<file path="src/rtl/vga_ovl_pkg.sv">
// Shared constants, types and helpers for the VGA digit overlay.
package vga_ovl_pkg;

    localparam int unsigned FONT_W     = 8;
    localparam int unsigned FONT_H     = 16;
    localparam int unsigned NUM_GLYPHS = 11;
    localparam logic [3:0]  GLYPH_DASH = 4'd10;

    typedef logic [23:0] rgb24_t;

    // Non-decimal codes all render as a dash.
    function automatic logic [3:0] bcd_to_glyph(input logic [3:0] bcd);
        return (bcd > 4'd9) ? GLYPH_DASH : bcd;
    endfunction

endpackage

</file>
<file path="src/rtl/vga_glyph_rom.sv">
// 11-glyph 8x16 seven-segment style font, registered single-bit read.
module vga_glyph_rom
    import vga_ovl_pkg::*;
(
    input  logic       VGA_CLK,
    input  logic       RST_N,
    input  logic [3:0] glyph,
    input  logic [3:0] row,
    input  logic [2:0] col,
    output logic       pixel
);

    logic [6:0] segs;     // {g, f, e, d, c, b, a}
    logic [7:0] row_bits; // bit n = font column n
    logic       pixel_q;

    always_comb begin
        case (glyph)
            4'd0:    segs = 7'b011_1111;
            4'd1:    segs = 7'b000_0110;
            4'd2:    segs = 7'b101_1011;
            4'd3:    segs = 7'b100_1111;
            4'd4:    segs = 7'b110_0110;
            4'd5:    segs = 7'b110_1101;
            4'd6:    segs = 7'b111_1101;
            4'd7:    segs = 7'b000_0111;
            4'd8:    segs = 7'b111_1111;
            4'd9:    segs = 7'b110_1111;
            4'd10:   segs = 7'b100_0000;
            default: segs = 7'b000_0000;
        endcase
    end

    // Horizontal bars span cols 1-6; vertical bars are two columns wide.
    always_comb begin
        row_bits = 8'h00;
        if (segs[0] && row >= 4'd1 && row <= 4'd2)  row_bits = row_bits | 8'h7E;
        if (segs[1] && row >= 4'd1 && row <= 4'd8)  row_bits = row_bits | 8'h60;
        if (segs[2] && row >= 4'd7 && row <= 4'd14) row_bits = row_bits | 8'h60;
        if (segs[3] && row >= 4'd13 && row <= 4'd14) row_bits = row_bits | 8'h7E;
        if (segs[4] && row >= 4'd7 && row <= 4'd14) row_bits = row_bits | 8'h06;
        if (segs[5] && row >= 4'd1 && row <= 4'd8)  row_bits = row_bits | 8'h06;
        if (segs[6] && row >= 4'd7 && row <= 4'd8)  row_bits = row_bits | 8'h7E;
    end

    always_ff @(posedge VGA_CLK or posedge RST_N) begin
        if (RST_N) pixel_q <= 1'b0;
        else       pixel_q <= row_bits[col];
    end

    assign pixel = pixel_q;

endmodule

</file>
<file path="src/rtl/vga_digit_overlay.sv">
// Overlays double-buffered BCD digits onto the active VGA area, 2-cycle pipeline.
// Optional per-digit blinking is enabled by defining VGA_OVL_BLINK_EN.
module vga_digit_overlay
    import vga_ovl_pkg::*;
#(
    parameter int unsigned H_ACTIVE   = 1024,
    parameter int unsigned V_ACTIVE   = 768,
    parameter int unsigned NUM_DIGITS = 6,
    parameter int unsigned SCALE_LOG2 = 1,
    parameter int unsigned GAP        = 0,
    parameter int unsigned POS_X      = 448,
    parameter int unsigned POS_Y      = 368,
    parameter rgb24_t      FG_COLOR   = 24'hFFFFFF,
    parameter rgb24_t      BG_COLOR   = 24'h000000,
    parameter int unsigned LZB        = 1
) (
    input  logic                      VGA_CLK,
    input  logic                      RST_N,
    input  logic                      PIX_EN,
    input  logic [4*NUM_DIGITS-1:0]   NUMBER_BCD,
    input  logic [NUM_DIGITS-1:0]     DIGIT_EN,
`ifdef VGA_OVL_BLINK_EN
    input  logic [NUM_DIGITS-1:0]     BLINK_MASK,
`endif
    input  logic                      BCD_LOAD,
    output logic [23:0]               VGA_BUF_RGB,
    output logic                      RGB_VLD,
    output logic                      FRAME_END
);

    localparam int unsigned CELL_W = FONT_W << SCALE_LOG2;
    localparam int unsigned CELL_H = FONT_H << SCALE_LOG2;
    localparam int unsigned PITCH  = CELL_W + GAP;

    function automatic logic [11:0] cell_x0(input int unsigned idx);
        return 12'(POS_X + (NUM_DIGITS - 1 - idx) * PITCH);
    endfunction

    logic [10:0]             x_q, y_q;
    logic                    last_pix;
    logic [4*NUM_DIGITS-1:0] sh_bcd_q, act_bcd_q;
    logic [NUM_DIGITS-1:0]   sh_en_q, act_en_q;
    logic [NUM_DIGITS-1:0]   blank;
    logic                    leading;
    logic [11:0]             px, py, dx, dy;
    logic                    in_rows, hit, hit_show;
    logic [3:0]              hit_bcd, hit_row;
    logic [2:0]              hit_col;
    logic                    s1_vld_q, s1_fe_q, s1_show_q;
    logic [3:0]              s1_glyph_q, s1_row_q;
    logic [2:0]              s1_col_q;
    logic                    s2_vld_q, s2_fe_q, s2_show_q;
    logic                    rom_bit;
`ifdef VGA_OVL_BLINK_EN
    logic [NUM_DIGITS-1:0]   sh_blink_q, act_blink_q;
    logic [5:0]              frame_cnt_q;
`endif

    assign last_pix = PIX_EN && (x_q == 11'(H_ACTIVE - 1)) && (y_q == 11'(V_ACTIVE - 1));

    always_ff @(posedge VGA_CLK or posedge RST_N) begin
        if (RST_N) begin
            x_q <= '0;
            y_q <= '0;
        end else if (PIX_EN) begin
            if (x_q == 11'(H_ACTIVE - 1)) begin
                x_q <= '0;
                y_q <= (y_q == 11'(V_ACTIVE - 1)) ? 11'd0 : y_q + 11'd1;
            end else begin
                x_q <= x_q + 11'd1;
            end
        end
    end

    // Shadow follows every load; active only changes on the last pixel of a frame.
    always_ff @(posedge VGA_CLK or posedge RST_N) begin
        if (RST_N) begin
            sh_bcd_q  <= '0;
            sh_en_q   <= '0;
            act_bcd_q <= '0;
            act_en_q  <= '0;
        end else begin
            if (BCD_LOAD) begin
                sh_bcd_q <= NUMBER_BCD;
                sh_en_q  <= DIGIT_EN;
            end
            if (last_pix) begin
                act_bcd_q <= BCD_LOAD ? NUMBER_BCD : sh_bcd_q;
                act_en_q  <= BCD_LOAD ? DIGIT_EN : sh_en_q;
            end
        end
    end

`ifdef VGA_OVL_BLINK_EN
    // Counter advances with the buffer swap so each phase starts at pixel (0,0).
    always_ff @(posedge VGA_CLK or posedge RST_N) begin
        if (RST_N) begin
            sh_blink_q  <= '0;
            act_blink_q <= '0;
            frame_cnt_q <= '0;
        end else begin
            if (BCD_LOAD) sh_blink_q <= BLINK_MASK;
            if (last_pix) begin
                act_blink_q <= BCD_LOAD ? BLINK_MASK : sh_blink_q;
                frame_cnt_q <= frame_cnt_q + 6'd1;
            end
        end
    end
`endif

    always_comb begin
        blank   = '0;
        leading = (LZB != 0);
        for (int i = NUM_DIGITS - 1; i >= 1; i--) begin
            if (leading && act_en_q[i] && (act_bcd_q[4*i +: 4] == 4'd0)) blank[i] = 1'b1;
            else                                                         leading  = 1'b0;
        end
    end

    assign px = {1'b0, x_q};
    assign py = {1'b0, y_q};

    always_comb begin
        hit      = 1'b0;
        hit_show = 1'b0;
        hit_bcd  = '0;
        hit_col  = '0;
        hit_row  = '0;
        dx       = '0;
        dy       = py - 12'(POS_Y);
        in_rows  = (py >= 12'(POS_Y)) && (dy < 12'(CELL_H));
        for (int i = 0; i < NUM_DIGITS; i++) begin
            dx = px - cell_x0(i);
            if (in_rows && (px >= cell_x0(i)) && (dx < 12'(CELL_W))) begin
                hit      = 1'b1;
                hit_bcd  = act_bcd_q[4*i +: 4];
                hit_show = act_en_q[i] & ~blank[i];
`ifdef VGA_OVL_BLINK_EN
                if (act_blink_q[i] && frame_cnt_q[5]) hit_show = 1'b0;
`endif
                hit_col  = 3'(dx >> SCALE_LOG2);
                hit_row  = 4'(dy >> SCALE_LOG2);
            end
        end
    end

    always_ff @(posedge VGA_CLK or posedge RST_N) begin
        if (RST_N) begin
            s1_vld_q   <= 1'b0;
            s1_fe_q    <= 1'b0;
            s1_show_q  <= 1'b0;
            s1_glyph_q <= '0;
            s1_row_q   <= '0;
            s1_col_q   <= '0;
            s2_vld_q   <= 1'b0;
            s2_fe_q    <= 1'b0;
            s2_show_q  <= 1'b0;
        end else begin
            s1_vld_q   <= PIX_EN;
            s1_fe_q    <= last_pix;
            s1_show_q  <= PIX_EN & hit & hit_show;
            s1_glyph_q <= bcd_to_glyph(hit_bcd);
            s1_row_q   <= hit_row;
            s1_col_q   <= hit_col;
            s2_vld_q   <= s1_vld_q;
            s2_fe_q    <= s1_fe_q;
            s2_show_q  <= s1_show_q;
        end
    end

    vga_glyph_rom u_rom (
        .VGA_CLK (VGA_CLK),
        .RST_N   (RST_N),
        .glyph   (s1_glyph_q),
        .row     (s1_row_q),
        .col     (s1_col_q),
        .pixel   (rom_bit)
    );

    always_comb begin
        VGA_BUF_RGB = '0;
        if (s2_vld_q) VGA_BUF_RGB = (s2_show_q && rom_bit) ? FG_COLOR : BG_COLOR;
    end

    assign RGB_VLD   = s2_vld_q;
    assign FRAME_END = s2_fe_q;

endmodule

</file>
<file path="config.mk">
export PLATFORM = sky130hd
export DESIGN_NAME = vga_digit_overlay
export DESIGN_NICKNAME = d
export VERILOG_FILES = /design/src/rtl/vga_ovl_pkg.sv /design/src/rtl/vga_glyph_rom.sv /design/src/rtl/vga_digit_overlay.sv
export SDC_FILE = /design/constraint.sdc
export NUM_CORES = 1
export LEC_CHECK = 0
export CELL_PAD_IN_SITES_DETAIL_PLACEMENT = 0
export CELL_PAD_IN_SITES_GLOBAL_PLACEMENT = 1
export CORE_MARGIN = 2
export CORE_UTILIZATION = 40
export DETAILED_ROUTE_END_ITERATION = 10
export PLACE_DENSITY = 0.75
export REMOVE_ABC_BUFFERS = 1
export SLEW_MARGIN = 20
export SYNTH_ARGS = -nofsm -noshare
export SYNTH_HDL_FRONTEND = slang
export SYNTH_HIERARCHICAL = 1
export SYNTH_SLANG_ARGS = --single-unit
</file>
<file path="constraint.sdc">
create_clock -name VGA_CLK -period 6.4 [get_ports VGA_CLK]
set_clock_uncertainty 0.2 [all_clocks]
set_input_delay 1.28 -clock VGA_CLK [delete_from_list [all_inputs] [get_ports VGA_CLK]]
set_output_delay 1.28 -clock VGA_CLK [all_outputs]
set_load 0.02 [all_outputs]
</file>
* Yosys cells after proc, flatten, opt, wreduce, memory -nomap -nowiden
Memories as Yosys holds them, arrays and structs flattened.
Index checks and enable logic that the tools add are counted.
** Word-level totals
- Bits in registers :: 100
- Memory bits (read-only) :: 112
- Bits of input ports :: 34
- Output and inout port bits :: 26
- Memories :: 1
** Memories
- (name not given) :: depth 16, width 7, rd ports 1, clocked after Yosys merged registers in 0, write ports 0, RTL line vga_glyph_rom.sv:18 : case (glyph)
** Cells by class
- $add $sub $neg :: 9
- $lt $le $gt $ge :: 22
- Equal/unequal tests :: 2
- Mux-type cells :: 54
- Bitwise gates (word level) :: 12
- Reductions and logical operators :: 45
** Operators with widths (number)
- < comparator 12 x 5 -> 1 bit, second input constant :: 6
- 2-to-1 mux 24 bit :: 3
- subtractor 11 x 9 -> 12 bit, second input constant :: 5
- greater-or-equal comparator 11 x 9 -> 1 bit, second input constant :: 5
- 2-to-1 mux 4 bit :: 13
- logical AND 1 bit :: 39
- 2-to-1 mux 7 bit :: 5
- 2-to-1 mux 3 bit :: 8
- subtractor 11 x 10 -> 12 bit, second input constant :: 2
- adder 11 x 1 -> 11 bit, second input constant :: 2
- equality test 11 x 10 -> 1 bit, second input constant :: 2
- greater-or-equal comparator 11 x 10 -> 1 bit, second input constant :: 2
- 2-to-1 mux 11 bit :: 2
- 2-to-1 mux 1 bit :: 21
- zero test 4 bit :: 5
- < comparator 12 x 6 -> 1 bit, second input constant :: 1
- <= comparator 4 bit, second input constant :: 2
- bitwise AND 1 bit :: 7
- 2-to-1 mux 6 bit :: 1
- inverter 1 bit :: 5
- greater-or-equal comparator 4 x 1 -> 1 bit, second input constant :: 1
- greater-or-equal comparator 4 x 3 -> 1 bit, second input constant :: 1
- greater-or-equal comparator 4 bit, second input constant :: 1
- > comparator 4 bit, second input constant :: 1
- 4 further kinds :: 4

* Logic depth before layout (Yosys ltp)
- Depth in word-level cells :: 23
- Gate-level depth with buffers :: 12

* Cells and area by module
Netlist, hierarchy kept.
** By module, submodules not included
- vga_digit_overlay :: instances 1, cells each 439, area each 5009.8 um2, seq. area each 2477.4 um2
- vga_glyph_rom :: instances 1, cells each 52, area each 356.6 um2, seq. area each 25.0 um2

* Worst setup path before layout
Ideal clock, no wire load.
- Path type :: input port to flip-flop
- Start point :: input PIX_EN
- End point :: register act_bcd_q[0]
- Library setup time :: 125 ps
- Arrival :: 3188 ps
- Required time :: 6075 ps
- Slack :: 2887 ps
- Cell stages on the path :: 8
- Path through :: clkbuf_1 nand4_1 or2_2 nor3_2 and2_1 buf_2 buf_4 mux2_2
** On the way
- Word-level cells in the longest chain between the ends :: 2
** Ends and longest elaborated chain
- start: declaration :: RTL line vga_digit_overlay.sv:19 : input logic PIX_EN,
- logical AND 1 bit (2 in series) :: RTL line vga_digit_overlay.sv:59 : assign last_pix = PIX_EN && (x_q == 11'(H_ACTIVE - 1)) && (y_q == 11'(V_ACTIVE - 1));
- end signal: assignment :: RTL line vga_digit_overlay.sv:88 : act_bcd_q <= BCD_LOAD ? NUMBER_BCD : sh_bcd_q;
- end: declaration :: RTL line vga_digit_overlay.sv:41 : logic [4*NUM_DIGITS-1:0] sh_bcd_q, act_bcd_q;
Every way passes these cells.
A chain may end at the register's enable or synchronous reset.

* Worst setup path in the final report
- Start point :: input PIX_EN
- End point :: register act_bcd_q[21]
Same word-level chain as after synthesis.

==> out/qor.yml <==
sta:
  final-hold-violation-count: 0
  tns_ps: 0
  slew_viol_final: 0
  worstMarginPinSlew_ps: 849
  fin_crit_ps: 3860
  timing.final.crit_share_pct: 60.2
  relSlewSlack_pct: 42.6
  setup_viol: 0
  hold_ws_ps: 150
  max_freq_mhz: 259
  rsz0062_at_grt: "no"
finish:
  multi_input_area_um2: 2510
  postLayoutCoreUtil_pct: 47.2
  drive_gt1_share_pct: 19.1
  seqCellArea_um2: 2500
  nets: 573
  fill_cells: 1198
  insertedDiodeCount: 0
  syn_to_final_growth_pct: 16.0
drt:
  dr.pass1.iters: 5
  drc: 0
  wl_mm: 11.0
  vias: 3711
  post_drt_wl_per_cell_um: 15.6
  drt_iter0_markers: 200
  avgViaCountPerCell: 5.27
  ant_nets: 0
clocking:
  cts.sinks: 100
  cts_tree: "yes"
  ctsHoldBuffers: 0
  cts_setup_buffers: 0
  insertion_delay_ps: 350
  cts_buffers: 9
  cts_root_buf: "clkbuf_16"
  htree_levels: 3
  clockBufferDepth: 2
  cts_resized: 0
  clk_pin_slew_ps: 70
hold_path:
  hold_depth: 0
  hp-class: "reg -> reg"
floorplan:
  die_w_um: 120
  fp.dieArea_um2: 14400
  start_util_pct: 40.7
  num_rows: 42
  chipHeight_um: 120
  ios: 60
  design.core.area_um2: 13200
global_route:
  grt_pass1_wl_mm: 18.6
  antenna_found_initial: 0
  grt_pass1_vias: 3745
  grt_max_degree: 52
  grt-ovfl-total: 0
  grt.total_usage_pct: 16.4
power_and_ir_drop:
  cellInternalPower_w: 0.00105
  swShare_pct: 26.1
  power_frac_comb_pct: 11.0
  power_density_nw_per_um2: 229
  ir_worst_vdd_v: 0.000117
  pwr-share-clk_pct: 38.5
  p_leak_nw: 2.66
  seq_power_share_pct: 50.6
  power.net_switching_w: 0.000372
yosys:
  synth-edff-count: 0
  ys_seq_area_share_pct: 46.6
  synth.avg_cell_area_um2: 10.9
  postSynthCellCount: 491
  async_reset_ff_share_pct: 100
  synth_flop_cell: "dfrtp_1"
  synthDistinctLibCells: 81
  yosysWarnings: 6
  ys_ff_latch: 100
  synthTopCellsByArea: "dfrtp_1 (47%), mux2_2 (12%), ha_1 (3.7%)"
  syn_area_um2: 5370
  synth_top_area_share_pct: 46.6
  yosysTopAreaCell: "dfrtp_1"
critical_path:
  worst_setup_path_start_kind: "input port"
  worstPathMaxFanout: 38
  r2r_start: "y_q[4]"
  r2r-end: "s1_show_q"
  cp-end-kind: "flop"
  crit_end: "act_bcd_q[21]"
  reg2reg_depth: 8
  cp.arrival_ps: 3880
  criticalPathCategory: "in -> reg"
  crit_required_ps: 6430
  rrSetupSlack_ps: 2900
  worstSetupStartpoint: "PIX_EN"
placement:
  gp_routability_congestion: 0.888
  port-buffer-count: 59
  hpwl_mm: 8.00
run:
  cap_violations: 0
status:
  status: "completed"
-- worst min path at each step --
| stage | slack (ps) | to | startpoint |
|---|---|---|---|
| 2_1_floorplan | 130 | FRAME_END | s1_fe_q |
| 4_1_cts | 150 | s2_show_q | s1_show_q |
| 3_5_place_dp | 130 | s2_show_q | s1_show_q |
| 6_report | 150 | s2_show_q | s1_show_q |
| 5_1_grt | 170 | s2_show_q | s1_show_q |
| 3_3_place_gp | 140 | s2_show_q | s1_show_q |
-- power by group through the flow --
stage	sequential [W]	combinational, W	clock (W)
2_1_floorplan	0.000716	0.000106	0
6_report	0.000722	0.000157	0.000549
5_1_grt	0.000729	0.000177	0.000588
4_1_cts	0.000721	0.000158	0.000562
3_3_place_gp	0.000732	0.000154	0
3_5_place_dp	0.000733	0.000157	0
-- synthesized netlist by cell type (all sizes together) (8+ instances only) --
master / instances
nand2: 32
clkbuf: 10
xor2: 9
nor2: 28
a21oi: 12
nand4: 11
nand3: 11
xnor2: 8
buf: 31
and2: 11
and3: 8
mux2: 57
nor3: 12
o21ai: 20
ha: 16
inv: 22
dfrtp: 100
-- routing by layer --
metal	vias to the layer above	routed length [µm]	global-route usage, %
li1	1809	-	-
met1	1804	5080	22.0
met2	85	5250	26.3
met3	13	407	3.04
met4	0	253	6.54
met5	-	0	0
-- stage by stage --
stage	cell area, µm²	worst slack (ps)	instances	power [W]
finish	6230	2540	704	0.00143
global route	6230	2280	704	0.00149
CTS	6230	2520	704	0.00144
detailed placement	5930	2160	688	0.000890
global placement	5930	2210	688	0.000886
floorplan	5090	1160	450	0.000822
-- worst max-delay path, stage by stage --
cell and delay, ps:
clkdlybuf4s50_1 640, nand4_1 170, or2_2 350, nor3_2 450, and2_1 210, buf_4 370
mux2_2 380
-- state kept, by name (all words and copies together) (netlist names), 3 cells and up --
name and cells:
y_q 11, s1_glyph_q 4, x_q 11, act_bcd_q 24
s1_col_q 3, sh_bcd_q 24, s1_row_q 4, act_en_q 6
sh_en_q 6
-- cells in the final DEF (no fill, tap or decap), types with 3 or more instances in the layout --
cell type	count
a2111oi_0	3
a21oi_1	11
a221oi_1	4
and2_1	8
and3_1	8
and4_1	3
buf_4	3
clkbuf_16	9
clkdlybuf4s50_1	59
dfrtp_1	100
ha_1	16
inv_1	19
inv_6	3
mux2_2	57
mux2i_1	3
nand2_1	32
nand2b_1	4
nand3_1	10
nand3b_1	3
nand4_1	11
nor2_1	27
nor2b_1	6
nor3_1	10
nor3b_1	3
nor4_1	7
o21ai_0	20
o221ai_1	4
xnor2_1	8
xor2_1	9
-- logic make-up after synthesis --
group | count (synthesis) | share of synthesized area [%]
simple gates | 159 | 17.0
flops | 100 | 46.6
compound gates | 76 | 10.7
buf+inv | 63 | 6.64
mux | 60 | 12.5
xor+xnor | 17 | 2.77
fa+ha+maj | 16 | 3.73
-- area by class of cell --
type                       instances  share of cell area, %
inverter                          22                   1.37
sequential                       100                   40.2
multi-input combinational        328                   40.3
clock inverter                     6                   1.11
timing repair buffer              62                   9.85
clock buffer                      10                   3.68
tap                              176                   3.54
Power figures use the tool's default switching activity.
